File: config.mk
export PLATFORM = sky130hd
export DESIGN_NAME = wisc_pipe_ctrl_flat
export DESIGN_NICKNAME = d
export VERILOG_FILES = /design/src/rtl/wisc_pipe_ctrl_if.sv /design/src/rtl/wisc_pipe_ctrl.sv /design/src/flat_wrapper.sv
export SDC_FILE = /design/constraint.sdc
export NUM_CORES = 1
export LEC_CHECK = 0
export CAP_MARGIN = 25
export CORE_UTILIZATION = 60
export CTS_CLUSTER_DIAMETER = 100
export DETAILED_ROUTE_END_ITERATION = 12
export DONT_BUFFER_PORTS = 1
export GPL_TIMING_DRIVEN = 0
export MAX_ROUTING_LAYER = met4
export PLACE_DENSITY = 0.76
export SYNTH_ARGS = -nofsm -noshare
export SYNTH_HDL_FRONTEND = slang
export SYNTH_SLANG_ARGS = --single-unit
File: constraint.sdc
create_clock -name clk -period 3 [get_ports clk]
set_input_delay 0.45 -clock clk [delete_from_list [all_inputs] [get_ports clk]]
set_output_delay 0.45 -clock clk [all_outputs]
set_load 0.01 [all_outputs]
File: src/rtl/wisc_pipe_ctrl_if.sv
// ID-side inputs and per-stage control outputs of wisc_pipe_ctrl.
// master = datapath side, slave = control unit.
interface wisc_pipe_ctrl_if #(
    parameter int RIDX_W = 4
);
    logic              id_valid;
    logic [3:0]        id_opcode;
    logic [RIDX_W-1:0] id_src1;
    logic [RIDX_W-1:0] id_src2;
    logic [RIDX_W-1:0] id_dst;
    logic              flush_id;
    logic              pc_stall;
    logic              id_bubble;
    logic              mem_busy;
    logic              ex_valid;
    logic              mem_valid;
    logic              wb_valid;
    logic [14:0]       ex_ctrl;
    logic [14:0]       mem_ctrl;
    logic [14:0]       wb_ctrl;
    logic [RIDX_W-1:0] ex_dst;
    logic [RIDX_W-1:0] mem_dst;
    logic [RIDX_W-1:0] wb_dst;
    logic              halted;

    modport master (
        output id_valid, id_opcode, id_src1, id_src2, id_dst, flush_id,
        input  pc_stall, id_bubble, mem_busy,
        input  ex_valid, mem_valid, wb_valid,
        input  ex_ctrl, mem_ctrl, wb_ctrl,
        input  ex_dst, mem_dst, wb_dst, halted
    );

    modport slave (
        input  id_valid, id_opcode, id_src1, id_src2, id_dst, flush_id,
        output pc_stall, id_bubble, mem_busy,
        output ex_valid, mem_valid, wb_valid,
        output ex_ctrl, mem_ctrl, wb_ctrl,
        output ex_dst, mem_dst, wb_dst, halted
    );
endinterface

File: src/rtl/wisc_pipe_ctrl.sv
// WISC pipelined control: decode, EX/MEM/WB control regs, stalls, halt.
// Define WISC_LOADUSE_EN to enable the hardware load-use interlock.
module wisc_pipe_ctrl #(
    parameter int RIDX_W  = 4,
    parameter int MEM_LAT = 1
) (
    input logic             clk,
    input logic             rst_n,
    wisc_pipe_ctrl_if.slave bus
);
    localparam int CNT_W = (MEM_LAT > 1) ? $clog2(MEM_LAT) : 1;
    localparam logic [CNT_W-1:0] CNT_LAST = CNT_W'(MEM_LAT - 1);
    localparam logic MULTI = (MEM_LAT > 1);

    typedef enum logic [1:0] {RUN, DRAIN, HALTED} state_t;

    state_t            state;
    logic              halted;
    logic [CNT_W-1:0]  cnt;
    logic              ex_valid, mem_valid, wb_valid;
    logic [14:0]       ex_ctrl, mem_ctrl, wb_ctrl;
    logic [RIDX_W-1:0] ex_dst, mem_dst, wb_dst;

    logic              id_live;
    logic              mem_stall;
    logic              hazard;
    logic              bubble;
    logic              take_id;
    logic [14:0]       id_ctrl;

    function automatic logic [14:0] decode(input logic [3:0] op);
        logic [10:0] b;
        unique case (op)
            4'h0, 4'h1:             b = 11'h103;
            4'h2:                   b = 11'h102;
            4'h3, 4'h7:             b = 11'h100;
            4'h4, 4'h5, 4'h6:       b = 11'h502;
            4'h8:                   b = 11'h740;
            4'h9:                   b = 11'h460;
            4'hA, 4'hB:             b = 11'h580;
            4'hC, 4'hD:             b = 11'h010;
            4'hE:                   b = 11'h108;
            default:                b = 11'h004;
        endcase
        return {op, b};
    endfunction

    assign id_ctrl   = decode(bus.id_opcode);
    assign id_live   = bus.id_valid & (state == RUN);
    assign mem_stall = MULTI & mem_valid & mem_ctrl[6] & (cnt < CNT_LAST);

`ifdef WISC_LOADUSE_EN
    logic use1, use2, hit1, hit2;
    assign use1 = !(bus.id_opcode inside {4'hC, 4'hE, 4'hF});
    assign use2 = bus.id_opcode inside {4'h0, 4'h1, 4'h2, 4'h3, 4'h7, 4'h9};
    assign hit1 = use1 & (bus.id_src1 == ex_dst);
    assign hit2 = use2 & (bus.id_src2 == ex_dst);
    assign hazard = ex_valid & ex_ctrl[9] & (ex_dst != '0) & id_live
                  & (hit1 | hit2);
`else
    assign hazard = 1'b0;
`endif

    assign bubble  = hazard & ~mem_stall & ~bus.flush_id;
    assign take_id = id_live & ~bus.flush_id & ~hazard;

    assign bus.id_bubble = bubble;
    assign bus.mem_busy  = mem_stall;
    assign bus.pc_stall  = mem_stall | bubble | (state != RUN);
    assign bus.ex_valid  = ex_valid;
    assign bus.mem_valid = mem_valid;
    assign bus.wb_valid  = wb_valid;
    assign bus.ex_ctrl   = ex_ctrl;
    assign bus.mem_ctrl  = mem_ctrl;
    assign bus.wb_ctrl   = wb_ctrl;
    assign bus.ex_dst    = ex_dst;
    assign bus.mem_dst   = mem_dst;
    assign bus.wb_dst    = wb_dst;
    assign bus.halted    = halted;

    // Stage registers: hold EX/MEM during a memory stall, else advance.
    always_ff @(posedge clk or negedge rst_n) begin
        if (!rst_n) begin
            cnt       <= '0;
            ex_valid  <= 1'b0;
            ex_ctrl   <= '0;
            ex_dst    <= '0;
            mem_valid <= 1'b0;
            mem_ctrl  <= '0;
            mem_dst   <= '0;
            wb_valid  <= 1'b0;
            wb_ctrl   <= '0;
            wb_dst    <= '0;
        end else if (mem_stall) begin
            cnt      <= cnt + 1'b1;
            wb_valid <= 1'b0;
            wb_ctrl  <= '0;
            wb_dst   <= '0;
        end else begin
            cnt       <= '0;
            wb_valid  <= mem_valid;
            wb_ctrl   <= mem_ctrl;
            wb_dst    <= mem_dst;
            mem_valid <= ex_valid;
            mem_ctrl  <= ex_ctrl;
            mem_dst   <= ex_dst;
            if (take_id) begin
                ex_valid <= 1'b1;
                ex_ctrl  <= id_ctrl;
                ex_dst   <= bus.id_dst;
            end else begin
                ex_valid <= 1'b0;
                ex_ctrl  <= '0;
                ex_dst   <= '0;
            end
        end
    end

    // Halt sequencing: HLT entering EX drains, HLT reaching WB halts.
    always_ff @(posedge clk or negedge rst_n) begin
        if (!rst_n) begin
            state  <= RUN;
            halted <= 1'b0;
        end else begin
            unique case (state)
                RUN: begin
                    if (!mem_stall && take_id && bus.id_opcode == 4'hF)
                        state <= DRAIN;
                end
                DRAIN: begin
                    if (wb_valid && wb_ctrl[2]) begin
                        state  <= HALTED;
                        halted <= 1'b1;
                    end
                end
                HALTED: state <= HALTED;
                default: state <= RUN;
            endcase
        end
    end
endmodule

File: src/flat_wrapper.sv
// flat-port wrapper written by rule: the top's interface ports become plain ports
module wisc_pipe_ctrl_flat 
#(
    parameter int RIDX_W  = 4,
    parameter int MEM_LAT = 1
)
  (clk, rst_n, bus_id_valid, bus_id_opcode, bus_id_src1, bus_id_src2, bus_id_dst, bus_flush_id, bus_pc_stall, bus_id_bubble, bus_mem_busy, bus_ex_valid, bus_mem_valid, bus_wb_valid, bus_ex_ctrl, bus_mem_ctrl, bus_wb_ctrl, bus_ex_dst, bus_mem_dst, bus_wb_dst, bus_halted);
  wisc_pipe_ctrl_if #(.RIDX_W(RIDX_W)) bus_i ();
  input logic clk;
  input logic rst_n;
  input wire logic [$bits(bus_i.id_valid)-1:0] bus_id_valid;
  input wire logic [$bits(bus_i.id_opcode)-1:0] bus_id_opcode;
  input wire logic [$bits(bus_i.id_src1)-1:0] bus_id_src1;
  input wire logic [$bits(bus_i.id_src2)-1:0] bus_id_src2;
  input wire logic [$bits(bus_i.id_dst)-1:0] bus_id_dst;
  input wire logic [$bits(bus_i.flush_id)-1:0] bus_flush_id;
  output wire logic [$bits(bus_i.pc_stall)-1:0] bus_pc_stall;
  output wire logic [$bits(bus_i.id_bubble)-1:0] bus_id_bubble;
  output wire logic [$bits(bus_i.mem_busy)-1:0] bus_mem_busy;
  output wire logic [$bits(bus_i.ex_valid)-1:0] bus_ex_valid;
  output wire logic [$bits(bus_i.mem_valid)-1:0] bus_mem_valid;
  output wire logic [$bits(bus_i.wb_valid)-1:0] bus_wb_valid;
  output wire logic [$bits(bus_i.ex_ctrl)-1:0] bus_ex_ctrl;
  output wire logic [$bits(bus_i.mem_ctrl)-1:0] bus_mem_ctrl;
  output wire logic [$bits(bus_i.wb_ctrl)-1:0] bus_wb_ctrl;
  output wire logic [$bits(bus_i.ex_dst)-1:0] bus_ex_dst;
  output wire logic [$bits(bus_i.mem_dst)-1:0] bus_mem_dst;
  output wire logic [$bits(bus_i.wb_dst)-1:0] bus_wb_dst;
  output wire logic [$bits(bus_i.halted)-1:0] bus_halted;
  assign bus_i.id_valid = bus_id_valid;
  assign bus_i.id_opcode = bus_id_opcode;
  assign bus_i.id_src1 = bus_id_src1;
  assign bus_i.id_src2 = bus_id_src2;
  assign bus_i.id_dst = bus_id_dst;
  assign bus_i.flush_id = bus_flush_id;
  assign bus_pc_stall = bus_i.pc_stall;
  assign bus_id_bubble = bus_i.id_bubble;
  assign bus_mem_busy = bus_i.mem_busy;
  assign bus_ex_valid = bus_i.ex_valid;
  assign bus_mem_valid = bus_i.mem_valid;
  assign bus_wb_valid = bus_i.wb_valid;
  assign bus_ex_ctrl = bus_i.ex_ctrl;
  assign bus_mem_ctrl = bus_i.mem_ctrl;
  assign bus_wb_ctrl = bus_i.wb_ctrl;
  assign bus_ex_dst = bus_i.ex_dst;
  assign bus_mem_dst = bus_i.mem_dst;
  assign bus_wb_dst = bus_i.wb_dst;
  assign bus_halted = bus_i.halted;
  wisc_pipe_ctrl #(.RIDX_W(RIDX_W), .MEM_LAT(MEM_LAT)) u_core (.clk(clk), .rst_n(rst_n), .bus(bus_i));
endmodule
==> qor.txt <==
max-slew violations - 0
Seq. cell area - 1580 um^2
outcome - finished clean
area of the multi-input gates - 292 um^2
Via density - 5.23
delay of the slowest critical-path stage - 0.41 ns
leakage power - 1.13 nW
crit path cell chain - inv_1 > ha_1 > inv_1
Tcrit/Tclk final - 0.593
worst rel slew slack - 0.653
Setup TNS - 0 ns
# setup viols final - 0
Die ar. - 3410 um^2
layout cells sized above 1 - 0.163
die extent in y - 58.4 um
Cell variety after synth - 22
fmax - 562 MHz
Port Buffers - 0
crit end category - output port
Yosys reg bits - 63
# resized after CTS - 0
RSZ-0062 raised after global routing - no
Critical Path RT - 2.55 ns
Power Dens Cells - 788 nW/um^2
CTS max path bufs - 2
fin nets - 148
via count - 904
CP dominant cell by count - inv_1
slowest stage cell, crit path - dfrtp_1
worst reg-to-reg path cell count - 5
DP Worst Slack - 1.26 ns
Hold Path Origin - bus_id_opcode[0]
Synth Warn # - 0
FP Rows - 20
Final Hold Fails - 0
register area share after synthesis - 0.825
Min Hold Slack - 0.130 ns
Crit Path Max Fanout - 5
Cell Area, Placed - 1970 um^2
total power - 1.68 mW
hold endpoint - u_core.bus.ex_ctrl[9]$_DFF_PN0_
Hold WC Path Type - in -> reg
largest net degree at the start of global routing - 64
Worst EP arrival - 1.33 ns
Avg Cell Area, Syn - 17.2 um^2
Initial Utilization - 0.631
hold path depth - 1
chip width - 58.4 um
max-cap violations - 0
Initial DRC Count - 16
drt total wl - 2980 um
gpl congestion - 0.770
# diodes - 0
Final HPWL DP - 1990 um
drt pass-1 iters - 4
reg-to-reg startpoint - u_core.state[0]$_DFFE_PN0P_
post-route setup slack - 1.22 ns
num ports - 84
clk_skew - 0.00807 ns
post-route cell area - 2130 um^2
Worst-Margin Slew - 0.517 ns
total congestion overflow - 0
number of remaining DRC errors - 0
CTS tree - yes
vias in the first global route - 914
crit path launch type - flip-flop
kind of critical path - reg -> out
first-pass GRT wire length - 4660 um
initial antenna violation count - 0
Syn Std Cell Area - 1910 um^2
TritonCTS buffer count - 9
clock-pin slew on the worst setup and hold paths - 0.10 ns
WL/cell - 17.2 um
final antenna-violating net count - 0
htree depth - 3
Clock Sinks - 63
fillers - 198
cell at the root of the clock tree - clkbuf_4
reg-to-reg endpoint - u_core.state[1]$_DFFE_PN0P_
worst-skew pair later-pin latency - 0.38 ns
Core Area - 3030 um^2
final worst path period need - 1.78 ns
Overall Global Routing Usage - 0.207
Syn Inst Count - 111
setup slack, reg-to-reg - 1.24 ns
peak supply drop - 0.000427 V
Synth-to-Final Area Change - 11.7%
## logic make-up (layout without fill, tap and decap cells)
| logic type | after synthesis | count (layout) | share of synthesized area |
|---|---|---|---|
| flops | 63 | 63 | 0.825 |
| simple gates | 24 | 24 | 0.0851 |
| buf+inv | 10 | 27 | 0.0242 |
| compound gates | 6 | 6 | 0.0229 |
| fa+ha+maj | 4 | 4 | 0.0249 |
| mux | 3 | 3 | 0.0157 |
| other cells | 1 | 2 | 0.00196 |
## registers in the layout, summed over array words and instances (netlist names)
register              cells
u_core.bus.ex_valid       1
u_core.state              2
u_core.bus.mem_valid      1
u_core.bus.ex_dst         4
u_core.bus.mem_dst        4
u_core.bus.halted         1
u_core.bus.wb_ctrl       15
u_core.bus.wb_valid       1
u_core.bus.mem_ctrl      15
u_core.bus.wb_dst         4
u_core.bus.ex_ctrl       15
## through the flow
stage          instances  utilization
2_1_floorplan        112            -
3_3_place_gp         156        0.650
3_5_place_dp         156        0.650
4_1_cts              173        0.705
5_1_grt              173        0.705
6_report             173        0.705
## layer usage
metal | GRT usage | vias up | part of all wire
met4 | 0.0816 | 0 | 0.0060
met1 | 0.245 | 461 | 0.38
li1 | - | 393 | -
met2 | 0.302 | 48 | 0.52
met3 | 0.108 | 2 | 0.093
met5 | - | - | 0
## layout make-up
| type | instances | share of cell area |
|---|---|---|
| clock buffers | 12 | 0.0510 |
| repair buffers | 2 | 0.0176 |
| well taps | 44 | 0.0258 |
| plain buffers | 3 | 0.00938 |
| flip-flops and latches | 63 | 0.739 |
| multi-input cells | 39 | 0.137 |
| inverters | 7 | 0.0123 |
| clock inverters | 3 | 0.00821 |
## cells in the mapped netlist
master    count  share of area
a21boi_0      1         0.0039
a21oi_1       2         0.0052
a31o_2        1         0.0046
and2_1        6          0.020
and2b_1       1         0.0039
buf_2         1         0.0026
buf_4         2         0.0079
conb_1        1         0.0020
dfrtp_1      63           0.83
ha_1          3          0.020
inv_1         7          0.014
maj3_1        1         0.0052
mux2i_1       3          0.016
nand3_1       1         0.0026
nand3b_1      1         0.0039
nand4b_4      1          0.012
nor2_1        4         0.0079
nor2b_1       2         0.0065
nor3_1        3         0.0079
nor4_1        3         0.0098
o311ai_1      2         0.0092
or4b_1        2          0.010
## cells in the final DEF, fill, tap and decap left out
master	count
and2b_1	1
clkbuf_8	3
dlygate4sd3_1	1
nand3b_1	1
mux2i_1	3
maj3_1	1
nor3_1	3
nand4b_4	1
inv_1	7
nor4_1	3
nor2b_1	2
a21boi_0	1
conb_1	2
o311ai_1	2
clkinvlp_4	1
and2_1	6
clkinv_2	2
buf_16	1
or4b_1	2
dfrtp_1	63
clkbuf_4	9
nor2_1	4
buf_2	1
nand3_1	1
ha_1	3
a21oi_1	2
a31o_2	1
buf_4	2
## repair_timing
| action | in CTS | in global routing |
|---|---|---|
| hold buffers | 2 | 0 |
| hold endpoints to repair | 63 | 0 |
| setup buffers | 0 | 0 |
## worst max-delay path by stage
stage,from,to,slack [ns],cells past startpoint
after global routing,u_core.state[1]$_DFFE_PN0P_,u_core.state[0]$_DFFE_PN0P_,1.12,5
after global placement,u_core.state[0]$_DFFE_PN0P_,u_core.state[0]$_DFFE_PN0P_,1.33,5
final,u_core.state[0]$_DFFE_PN0P_,bus_pc_stall,1.22,3
after floorplan,u_core.state[0]$_DFFE_PN0P_,u_core.state[0]$_DFFE_PN0P_,1.42,5
after CTS,u_core.state[0]$_DFFE_PN0P_,bus_pc_stall,1.21,3
after detailed placement,u_core.state[0]$_DFFE_PN0P_,u_core.state[0]$_DFFE_PN0P_,1.26,5
## critical path, delay by kind of cell (launching register included)
kind                     cells  cell delay (ns)
adder cells (fa/ha/maj)      1             0.28
buffers and inverters        2             0.26
flip-flops                   1             0.41
## report_power, final
group | switching [mW] | internal, mW | total (mW) | leakage (nW)
combinational | 0.114 | 0.0805 | 0.194 | 0.190
sequential | 0.0689 | 0.916 | 0.985 | 0.869
clock | 0.269 | 0.231 | 0.501 | 0.0709
Note: power is estimated with default switching activity, not from simulation.
